## src/rtl/sdram_master_pkg.sv

```systemverilog
// Shared types and defaults for the SDRAM burst master: FSM encoding and width defaults.
package sdram_master_pkg;

    localparam int DATA_W_DEF = 16;
    localparam int ADDR_W_DEF = 24;
    localparam int BLEN_W     = 10;

    typedef enum logic [1:0] {
        IDLE = 2'd0,
        WR   = 2'd1,
        RD   = 2'd2
    } state_t;

endpackage

```

## src/rtl/sdram_wr_fifo.sv

```systemverilog
// Synchronous first-word-fall-through FIFO; head is valid whenever not empty and reads as 0 when empty.
module sdram_wr_fifo #(
    parameter  int DEPTH = 32,
    parameter  int WIDTH = 16,
    localparam int PW    = $clog2(DEPTH)
) (
    input  logic             clk,
    input  logic             rst,
    input  logic             push,
    input  logic [WIDTH-1:0] push_data,
    input  logic             pop,
    output logic [WIDTH-1:0] head,
    output logic [PW:0]      count,
    output logic             full,
    output logic             empty
);

    localparam logic [PW:0] DEPTH_CNT = (PW+1)'(DEPTH);

    logic [WIDTH-1:0] mem [DEPTH];
    logic [PW-1:0]    wr_ptr;
    logic [PW-1:0]    rd_ptr;
    logic             do_push;
    logic             do_pop;

    assign full    = (count == DEPTH_CNT);
    assign empty   = (count == '0);
    assign do_push = push && !full;
    assign do_pop  = pop && !empty;
    assign head    = empty ? '0 : mem[rd_ptr];

    always_ff @(posedge clk or posedge rst) begin
        if (rst) begin
            wr_ptr <= '0;
            rd_ptr <= '0;
            count  <= '0;
        end else begin
            if (do_push) wr_ptr <= wr_ptr + 1'b1;
            if (do_pop)  rd_ptr <= rd_ptr + 1'b1;
            case ({do_push, do_pop})
                2'b10:   count <= count + 1'b1;
                2'b01:   count <= count - 1'b1;
                default: count <= count;
            endcase
        end
    end

    // Storage is not reset; the pointers alone define what is valid.
    always_ff @(posedge clk) begin
        if (do_push) mem[wr_ptr] <= push_data;
    end

endmodule

```

## src/rtl/sdram_burst_master.sv

```systemverilog
// Buffers a write stream and issues fixed-length SDRAM write bursts, then reads the written region back
// in the same order when enabled. Address pointers wrap to BASE_ADDR after SPAN_BURSTS bursts.
module sdram_burst_master
    import sdram_master_pkg::*;
#(
    parameter int                BURST_LEN   = 10,
    parameter int                DATA_W      = DATA_W_DEF,
    parameter int                ADDR_W      = ADDR_W_DEF,
    parameter int                FIFO_DEPTH  = 32,
    parameter logic [ADDR_W-1:0] BASE_ADDR   = '0,
    parameter int                SPAN_BURSTS = 64
) (
    input  logic              sys_clk,
    input  logic              sys_rst,
    input  logic              init_end,
    input  logic              src_valid,
    input  logic [DATA_W-1:0] src_data,
    output logic              src_ready,
    input  logic              rd_run,
    output logic              snk_valid,
    output logic [DATA_W-1:0] snk_data,
    output logic              ovf,
    output logic              sdram_wr_req,
    output logic [ADDR_W-1:0] sdram_wr_addr,
    output logic [BLEN_W-1:0] wr_burst_len,
    output logic [DATA_W-1:0] sdram_data_in,
    input  logic              sdram_wr_ack,
    output logic              sdram_rd_req,
    output logic [ADDR_W-1:0] sdram_rd_addr,
    output logic [BLEN_W-1:0] rd_burst_len,
    input  logic [DATA_W-1:0] sdram_data_out,
    input  logic              sdram_rd_ack,
    output logic [7:0]        stored_bursts
);

    localparam int                CW        = $clog2(FIFO_DEPTH) + 1;
    localparam logic [CW-1:0]     BL_CNT    = CW'(BURST_LEN);
    localparam logic [BLEN_W-1:0] LAST_ACK  = BLEN_W'(BURST_LEN - 1);
    localparam logic [7:0]        SPAN_B    = 8'(SPAN_BURSTS);
    localparam logic [7:0]        LAST_IDX  = 8'(SPAN_BURSTS - 1);
    localparam logic [ADDR_W-1:0] ADDR_STEP = ADDR_W'(BURST_LEN);

    state_t            state;
    logic [BLEN_W-1:0] ack_cnt;
    logic [7:0]        wr_idx;
    logic [7:0]        rd_idx;
    logic [CW-1:0]     fifo_count;
    logic              fifo_full;
    logic              fifo_empty;
    logic              fifo_pop;
    logic              wr_go;
    logic              rd_go;

    assign wr_burst_len = BLEN_W'(BURST_LEN);
    assign rd_burst_len = BLEN_W'(BURST_LEN);
    assign src_ready    = !fifo_full;
    assign fifo_pop     = (state == WR) && sdram_wr_ack;
    assign wr_go        = (fifo_count >= BL_CNT) && (stored_bursts < SPAN_B);
    assign rd_go        = rd_run && (stored_bursts != 8'd0);

    sdram_wr_fifo #(
        .DEPTH (FIFO_DEPTH),
        .WIDTH (DATA_W)
    ) u_fifo (
        .clk       (sys_clk),
        .rst       (sys_rst),
        .push      (src_valid),
        .push_data (src_data),
        .pop       (fifo_pop),
        .head      (sdram_data_in),
        .count     (fifo_count),
        .full      (fifo_full),
        .empty     (fifo_empty)
    );

    always_ff @(posedge sys_clk or posedge sys_rst) begin
        if (sys_rst) begin
            ovf <= 1'b0;
        end else if (src_valid && fifo_full) begin
            ovf <= 1'b1;
        end
    end

    always_ff @(posedge sys_clk or posedge sys_rst) begin
        if (sys_rst) begin
            state         <= IDLE;
            ack_cnt       <= '0;
            wr_idx        <= '0;
            rd_idx        <= '0;
            sdram_wr_req  <= 1'b0;
            sdram_rd_req  <= 1'b0;
            sdram_wr_addr <= BASE_ADDR;
            sdram_rd_addr <= BASE_ADDR;
            stored_bursts <= '0;
            snk_valid     <= 1'b0;
            snk_data      <= '0;
        end else begin
            snk_valid <= 1'b0;
            case (state)
                IDLE: begin
                    // Write wins so the FIFO drains before it can fill and drop data.
                    if (init_end) begin
                        if (wr_go) begin
                            state        <= WR;
                            sdram_wr_req <= 1'b1;
                        end else if (rd_go) begin
                            state        <= RD;
                            sdram_rd_req <= 1'b1;
                        end
                    end
                end
                WR: begin
                    if (sdram_wr_ack) begin
                        if (ack_cnt == LAST_ACK) begin
                            ack_cnt       <= '0;
                            sdram_wr_req  <= 1'b0;
                            stored_bursts <= stored_bursts + 8'd1;
                            state         <= IDLE;
                            if (wr_idx == LAST_IDX) begin
                                wr_idx        <= '0;
                                sdram_wr_addr <= BASE_ADDR;
                            end else begin
                                wr_idx        <= wr_idx + 8'd1;
                                sdram_wr_addr <= sdram_wr_addr + ADDR_STEP;
                            end
                        end else begin
                            ack_cnt <= ack_cnt + 1'b1;
                        end
                    end
                end
                RD: begin
                    if (sdram_rd_ack) begin
                        snk_valid <= 1'b1;
                        snk_data  <= sdram_data_out;
                        if (ack_cnt == LAST_ACK) begin
                            ack_cnt       <= '0;
                            sdram_rd_req  <= 1'b0;
                            stored_bursts <= stored_bursts - 8'd1;
                            state         <= IDLE;
                            if (rd_idx == LAST_IDX) begin
                                rd_idx        <= '0;
                                sdram_rd_addr <= BASE_ADDR;
                            end else begin
                                rd_idx        <= rd_idx + 8'd1;
                                sdram_rd_addr <= sdram_rd_addr + ADDR_STEP;
                            end
                        end else begin
                            ack_cnt <= ack_cnt + 1'b1;
                        end
                    end
                end
                default: state <= IDLE;
            endcase
        end
    end

endmodule

```

## config.mk

```make
export PLATFORM = sky130hd
export DESIGN_NAME = sdram_burst_master
export DESIGN_NICKNAME = d
export VERILOG_FILES = /design/src/rtl/sdram_master_pkg.sv /design/src/rtl/sdram_wr_fifo.sv /design/src/rtl/sdram_burst_master.sv
export SDC_FILE = /design/constraint.sdc
export NUM_CORES = 1
export LEC_CHECK = 0
export BUFFER_PORTS_ARGS = -buffer_cell sky130_fd_sc_hd__clkbuf_2
export CAP_MARGIN = 0
export CORE_MARGIN = 3
export CORE_UTILIZATION = 53
export CTS_BUF_LIST = sky130_fd_sc_hd__clkbuf_4
export DETAILED_ROUTE_END_ITERATION = 10
export GPL_ROUTABILITY_DRIVEN = 0
export GPL_TIMING_DRIVEN = 0
export HOLD_SLACK_MARGIN = 0.08
export PLACE_DENSITY = 0.79
export SETUP_SLACK_MARGIN = 0.02
export SYNTH_ARGS = -nofsm -noshare
export SYNTH_HDL_FRONTEND = slang
export SYNTH_SLANG_ARGS = --single-unit
```

## constraint.sdc

```tcl
create_clock -name sys_clk -period 8.05 [get_ports sys_clk]
set_input_delay 2.0125 -clock sys_clk [delete_from_list [all_inputs] [get_ports sys_clk]]
set_output_delay 2.0125 -clock sys_clk [all_outputs]
set_load 0.005 [all_outputs]
```

# Yosys cells after proc, flatten, opt, wreduce, memory -nomap -nowiden
# Memories as Yosys holds them, arrays and structs flattened.
# Cells that the tools add are included.
[classes] addsub=11 order_cmp=2 n_eq_ne=17 n_mux=36 reduce_logical=23
[op_table] operator="$add A24 B4 Y24 const B" n=2
[op_table] operator="$mux W24" n=2
[op_table] operator="$mux W8" n=6
[op_table] operator="$mux W10" n=3
[op_table] operator="$add A8 B1 Y8 const B" n=3
[op_table] operator="$pmux W10 S2" n=1
[op_table] operator="$eq A8 B6 Y1 const B" n=2
[op_table] operator="$mux W16" n=1
[op_table] operator="$pmux W8 S2" n=1
[op_table] operator="$ne A2 B2 Y1 const B" n=7
[op_table] operator="$mux W1" n=12
[op_table] operator="$mux W2" n=6
[op_table] operator="$pmux W6 S2" n=1
[op_table] operator="$add A10 B1 Y10 const B" n=1
[op_table] operator="$add A5 B1 Y5 const B" n=2
[op_table] operator="$eq A10 B4 Y1 const B" n=1
[op_table] operator="$reduce_and A5 Y1" n=2
[op_table] operator="$reduce_and A3 Y1" n=3
[op_table] operator="$lt A8 B7 Y1 const B" n=1
[op_table] operator="$reduce_bool A2 Y1" n=4
[op_table] operator="$reduce_bool A8 Y1" n=1
[op_table] operator="$sub A8 B1 Y8 const B" n=1
[op_table] operator="$add A6 B1 Y6 const B" n=1
[op_table] operator="$eq A6 B6 Y1 const B" n=1
[op_table] operator="15 further kinds" n=24
[word_totals] regBits=120 ramBits=512 in_bits=39 out_inout_bits=113 elab_cells=105 mem_count=1
[mem_list] name="u_fifo.mem" depth=32 width=16 rd=1 rd_ports_with_merged_regs=0 wr=1 line_no="sdram_wr_fifo.sv:20" source="logic [WIDTH-1:0] mem [DEPTH];"

# Logic depth before layout (Yosys ltp)
[logic_depth] word_depth=6 ltp_mapped=14 depth_no_buf=12

# Modules after synthesis
# Synthesis repeated with hierarchy kept, for this count alone.
[unflattened] cells_unflattened=1527 area_unflattened_um2=25828.5
[by_module_without_submodules] mod="sdram_wr_fifo" n_inst=1 cells_each=980 area_each_um2=20487.1 seq_area_each_um2=15775.1
[by_module_without_submodules] mod="sdram_burst_master" n_inst=1 cells_each=547 area_each_um2=5341.4 seq_area_each_um2=2552.4

# Worst setup path before layout
# OpenSTA, ideal clock, no wires.
[synth_timing] path_type="input -> register" startpoint="in src_valid" endpoint="reg u_fifo.count[4]" setup_time_ps=126 arrival_ps=3965 t_required_ps=7924 setup_slack_ps=3959 cell_stages=12 path_buffers=1 path_cell_list="inv_1 > a31oi_1 > inv_1 > ha_1 > clkbuf_1 > xor2_1 > ha_1 > nand2_1 > mux2i_1 > a222oi_1 > nor2_1 > xor2_1"
[synth_between] elab_chain_cells=3 elab_cells_between_ends=5 classes_between="2 x eq/ne; 1 x mux; 2 x reduce/logical"
[synth_lines] element="from (decl)" line_no="sdram_burst_master.sv:16" source="input logic src_valid,"
[synth_lines] element="$logic_and A1 B1 Y1 (*)" line_no="sdram_wr_fifo.sv:28" source="assign do_push = push && !full;"
[synth_lines] element="$eq A2 B1 Y1 / $eq A2 B2 Y1 (equally long branches)" line_no="sdram_wr_fifo.sv:40" source="case ({do_push, do_pop})"
[synth_lines] element="$pmux W6 S2 / $reduce_bool A2 Y1 (equally long branches)"
[synth_lines] element="to (signal assigned)" line_no="sdram_wr_fifo.sv:41" source="2'b10: count <= count + 1'b1;"
[synth_lines] element="to (signal assigned)" line_no="sdram_wr_fifo.sv:42" source="2'b01: count <= count - 1'b1;"
[synth_lines] element="to (signal assigned)" line_no="sdram_wr_fifo.sv:43" source="default: count <= count;"
[synth_lines] element="to (decl)" line_no="sdram_wr_fifo.sv:13" source="output logic [PW:0] count,"
# Mark *: on every way between the ends. The rest lies on a longest branch, timed or not.
# A chain may end at the register's enable or synchronous reset.

# Worst setup path in the final report
[layout_timing] startpoint="reg u_fifo.rd_ptr[0]" endpoint="out sdram_data_in[9]"
[layout_between] elab_chain_cells=2
[layout_lines] element="from (decl)" line_no="sdram_wr_fifo.sv:22" source="logic [PW-1:0] rd_ptr;"
[layout_lines] element="from (signal assigned)" line_no="sdram_wr_fifo.sv:39" source="if (do_pop) rd_ptr <= rd_ptr + 1'b1;"
[layout_lines] element="$mem_v2 Z32 W16"
[layout_lines] element="$mux W16" line_no="sdram_wr_fifo.sv:30" source="assign head = empty ? '0 : mem[rd_ptr];"
[layout_lines] element="to (decl)" line_no="sdram_burst_master.sv:26" source="output logic [DATA_W-1:0] sdram_data_in,"
# No other way between the ends.

==> run metrics <==
Peak supply drop 0.000235 V; buffers added on ports 129; Max FO, Critical Path 10; CP endpoint kind output pin; GR Overflow Total 0; CP Buf/Inv Count 4; setup-violating endpoint count in the final report 0; synth-to-layout area growth 15.2%; start-to-end type of the worst setup path flop to output pin; biggest area consumer among synthesized cells sky130_fd_sc_hd__edfxtp_1; cell area reported after detailed placement 28000 sq um; clock net sink count 630; post-synthesis instance area 26000 sq um; largest net degree at the start of global routing 89; die height 228 um; mean area per synthesized cell 16.4 sq um; number of buffers added by the clock tree synthesis step 154; Worst Setup Start Kind flop; cts hold-fix bufs 0; setup bufs post-CTS 0; row cnt 80; list of cells traversed by the critical path buf_2 > buf_2 > nor3b_2 > clkbuf_1 > a22oi_1 > nand3_1 > nor2_1 > nor3_1 > clkbuf_2; later-pin clock latency in the skew report 0.97 ns; Final WS setup 1.92 ns; via count normalized by instance count 5.97; number of nets with antenna violations after routing 0; Routed WL per cell 22.7 um; number of synthesized flops with an enable pin 512; fin nets 1980; RSZ-0062 raised after global routing no; Crit path largest cell delay 0.61 ns; sequential area share after synthesis 70.4%; post-placement worst setup slack 2.97 ns; total number of H-tree levels 4; area share of the largest cell type after synthesis 59.1%; width of the die 228 um; total DRC errors in the routed layout 0; worst hold-check slack 0.474 ns; layout cell share with drive strength beyond 1 31.4%; Arr. time, crit path 4.12 ns; main flop type after synthesis sky130_fd_sc_hd__edfxtp_1; number of maximum-capacitance constraint violations 0; highest clock frequency the design can meet 163 MHz; number of instances in the placed design 2417; post-layout instance count excluding filler cells 2690; cell with the most instances on the worst path sky130_fd_sc_hd__buf_2; Total Neg Setup Slack 0 ns; Boundary Pins 152; Hold Path Class flop to flop; buffer depth of the longest clock path 3; clock tree from TritonCTS done; hpwl dp 39100 um; top cell family by delay on the critical path simple AND/OR/NAND/NOR gates; power per standard cell area 325 nW/um^2; data required time of the worst path 6.04 ns; clock slew at reported path FFs 0.07 ns; worst-case clock skew 0.0939 ns; via count of the first global-routing pass 16178; measured slew at the worst slew-check pin 1.11 ns; Core Region 48100 sq um; number of fillers in the final layout 3384; Final Hold Vio Count 0; final non-filler cell area 30000 sq um; antenna violations before repair 2; yosys warns 0; CP max stage cell sky130_fd_sc_hd__nor3b_2; minimum clock period after layout 6.13 ns; first-pass GRT wire length 92900 um; Synth cell types 66; Post-Route Utilization 62.3%; Gates resized, CTS repair 0; Seq cells post-synth 630; post-route clock period utilization 76.2%; result of the run complete, no violations; leading cell types by total area after synthesis sky130_fd_sc_hd__edfxtp_1 (59%), sky130_fd_sc_hd__dfrtp_1 (11%), sky130_fd_sc_hd__mux4_2 (8.3%); Slew Viols, Final 0; share of synthesized registers carrying an async set or reset 18.7%; count of mapped cells out of synthesis 1589; Total Wirelength 61100 um; total leakage power 10.8 nW; violation count after the first detailed-routing iteration 1858; number of search-and-repair iterations in the first detailed-routing pass 6; Root Buffer Master sky130_fd_sc_hd__clkbuf_4; initial core utilization 54.0%; via count 16055; total power 9.75 mW; Max-slew headroom 25.6%; overall routing resource usage 24.2%; die area 51800 sq um
## where the power goes
| group | switching, mW | internal, mW |
|---|---|---|
| Clock | 1.24 | 1.41 |
| Combinational | 1.80 | 1.28 |
| Sequential | 0.180 | 3.84 |
| Total | 3.23 | 6.52 |
## worst paths after layout
path                                                 to                          from  slack [ns]  cells past startpoint
setup / recovery                       sdram_data_in[9]  u_fifo.rd_ptr[0]$_DFFE_PP0P_        1.92                      9
hold / removal                    wr_idx[5]$_DFFE_PP0P_         wr_idx[5]$_DFFE_PP0P_        0.47                      1
setup reg to reg            u_fifo.count[4]$_DFFE_PP0P_   u_fifo.count[3]$_DFFE_PP0P_        4.17                     14
hold reg to reg                   wr_idx[5]$_DFFE_PP0P_         wr_idx[5]$_DFFE_PP0P_        0.47                      1
max in group asynchronous       snk_data[5]$_DFFE_PP0P_                       sys_rst        6.20                      3
min in group asynchronous  u_fifo.wr_ptr[3]$_DFFE_PP0P_                       sys_rst        1.03                      2
## cells in the mapped netlist (27+ instances only)
master / instances
sky130_fd_sc_hd__mux2_2: 52
sky130_fd_sc_hd__a21oi_1: 31
sky130_fd_sc_hd__a22o_1: 32
sky130_fd_sc_hd__nand3_1: 67
sky130_fd_sc_hd__dfrtp_1: 118
sky130_fd_sc_hd__clkbuf_1: 48
sky130_fd_sc_hd__mux2i_1: 34
sky130_fd_sc_hd__nand4_1: 27
sky130_fd_sc_hd__edfxtp_1: 512
sky130_fd_sc_hd__nand2_1: 74
sky130_fd_sc_hd__o21ai_0: 66
sky130_fd_sc_hd__mux4_2: 96
sky130_fd_sc_hd__nor2_1: 91
## layout by cell type, fill, tap and decap left out, types with 19 or more instances in the layout
cell type	n
sky130_fd_sc_hd__a22o_1	32
sky130_fd_sc_hd__mux2_2	52
sky130_fd_sc_hd__conb_1	22
sky130_fd_sc_hd__xnor2_1	20
sky130_fd_sc_hd__o21ai_0	66
sky130_fd_sc_hd__ha_1	23
sky130_fd_sc_hd__a21oi_1	31
sky130_fd_sc_hd__nand4_1	27
sky130_fd_sc_hd__mux2i_1	34
sky130_fd_sc_hd__clkinv_1	25
sky130_fd_sc_hd__buf_4	22
sky130_fd_sc_hd__clkbuf_4	230
sky130_fd_sc_hd__nand3_1	67
sky130_fd_sc_hd__mux4_2	96
sky130_fd_sc_hd__edfxtp_1	512
sky130_fd_sc_hd__nor2_1	59
sky130_fd_sc_hd__nor2_2	32
sky130_fd_sc_hd__clkbuf_2	129
sky130_fd_sc_hd__buf_8	19
sky130_fd_sc_hd__nor3_1	25
sky130_fd_sc_hd__dfrtp_1	118
sky130_fd_sc_hd__nand2_1	74
sky130_fd_sc_hd__clkbuf_1	48
## registers in the layout, summed over array words and instances (netlist names)
signal         count
u_fifo.wr_ptr      5
snk_data          16
rd_idx             8
ovf                1
sdram_rd_addr     23
u_fifo.rd_ptr      5
sdram_wr_addr     23
sdram_wr_req       1
u_fifo.mem       512
snk_valid          1
ack_cnt           10
sdram_rd_req       1
state              2
wr_idx             8
stored_bursts      8
u_fifo.count       6
## worst reg2reg max path, cell delays in order, from the launching register on
cell and delay (ns):
sky130_fd_sc_hd__dfrtp_1 0.33, sky130_fd_sc_hd__clkbuf_1 0.32, sky130_fd_sc_hd__nor3_1 0.13, sky130_fd_sc_hd__and3b_1 0.19
sky130_fd_sc_hd__clkbuf_1 0.33, sky130_fd_sc_hd__nor2_1 0.73, sky130_fd_sc_hd__ha_1 0.33, sky130_fd_sc_hd__clkbuf_1 0.43
sky130_fd_sc_hd__xor2_1 0.13, sky130_fd_sc_hd__ha_1 0.24, sky130_fd_sc_hd__nand2_1 0.07, sky130_fd_sc_hd__mux2i_1 0.07
sky130_fd_sc_hd__a222oi_1 0.23, sky130_fd_sc_hd__nor2_1 0.08, sky130_fd_sc_hd__xor2_1 0.15
## per-layer routing
layer / track usage, % / share of wire, % / vias to the layer above
met3: 6.32 / 9.9 / 128
li1: - / - / 6994
met4: 10.3 / 3.1 / 0
met2: 39.1 / 50 / 893
met1: 31.5 / 37 / 8040
met5: 0 / 0 / -
## cells by family (layout without fill, tap and decap cells)
family                     Yosys count  in the layout  synth area share, %
DFF                                630            630                 70.4
muxes                              182            182                 11.9
and+or+nand+nor                    367            367                 7.17
adders and majority gates           24             24                 1.18
AOI/OAI and AO/OA                  230            230                 5.92
other                                2             25               0.0289
buffers and inverters              119            541                 2.22
xor gates and xnor gates            35             35                 1.18
## area by class of cell
class                   instances  area [sq um]  share of cell area (%)
diodes                          3          7.51                  0.0250
plain buffers                 101           509                    1.70
well taps                     656           821                    2.74
clock buffers                 230          1730                    5.76
inverters                      18          72.6                   0.242
flip-flops and latches        630         18300                    61.1
repair buffers                152           988                    3.30
multi-input cells             860          7270                    24.2
clock inverters                40           264                   0.880
No activity file was read; power rests on OpenSTA's default activity.
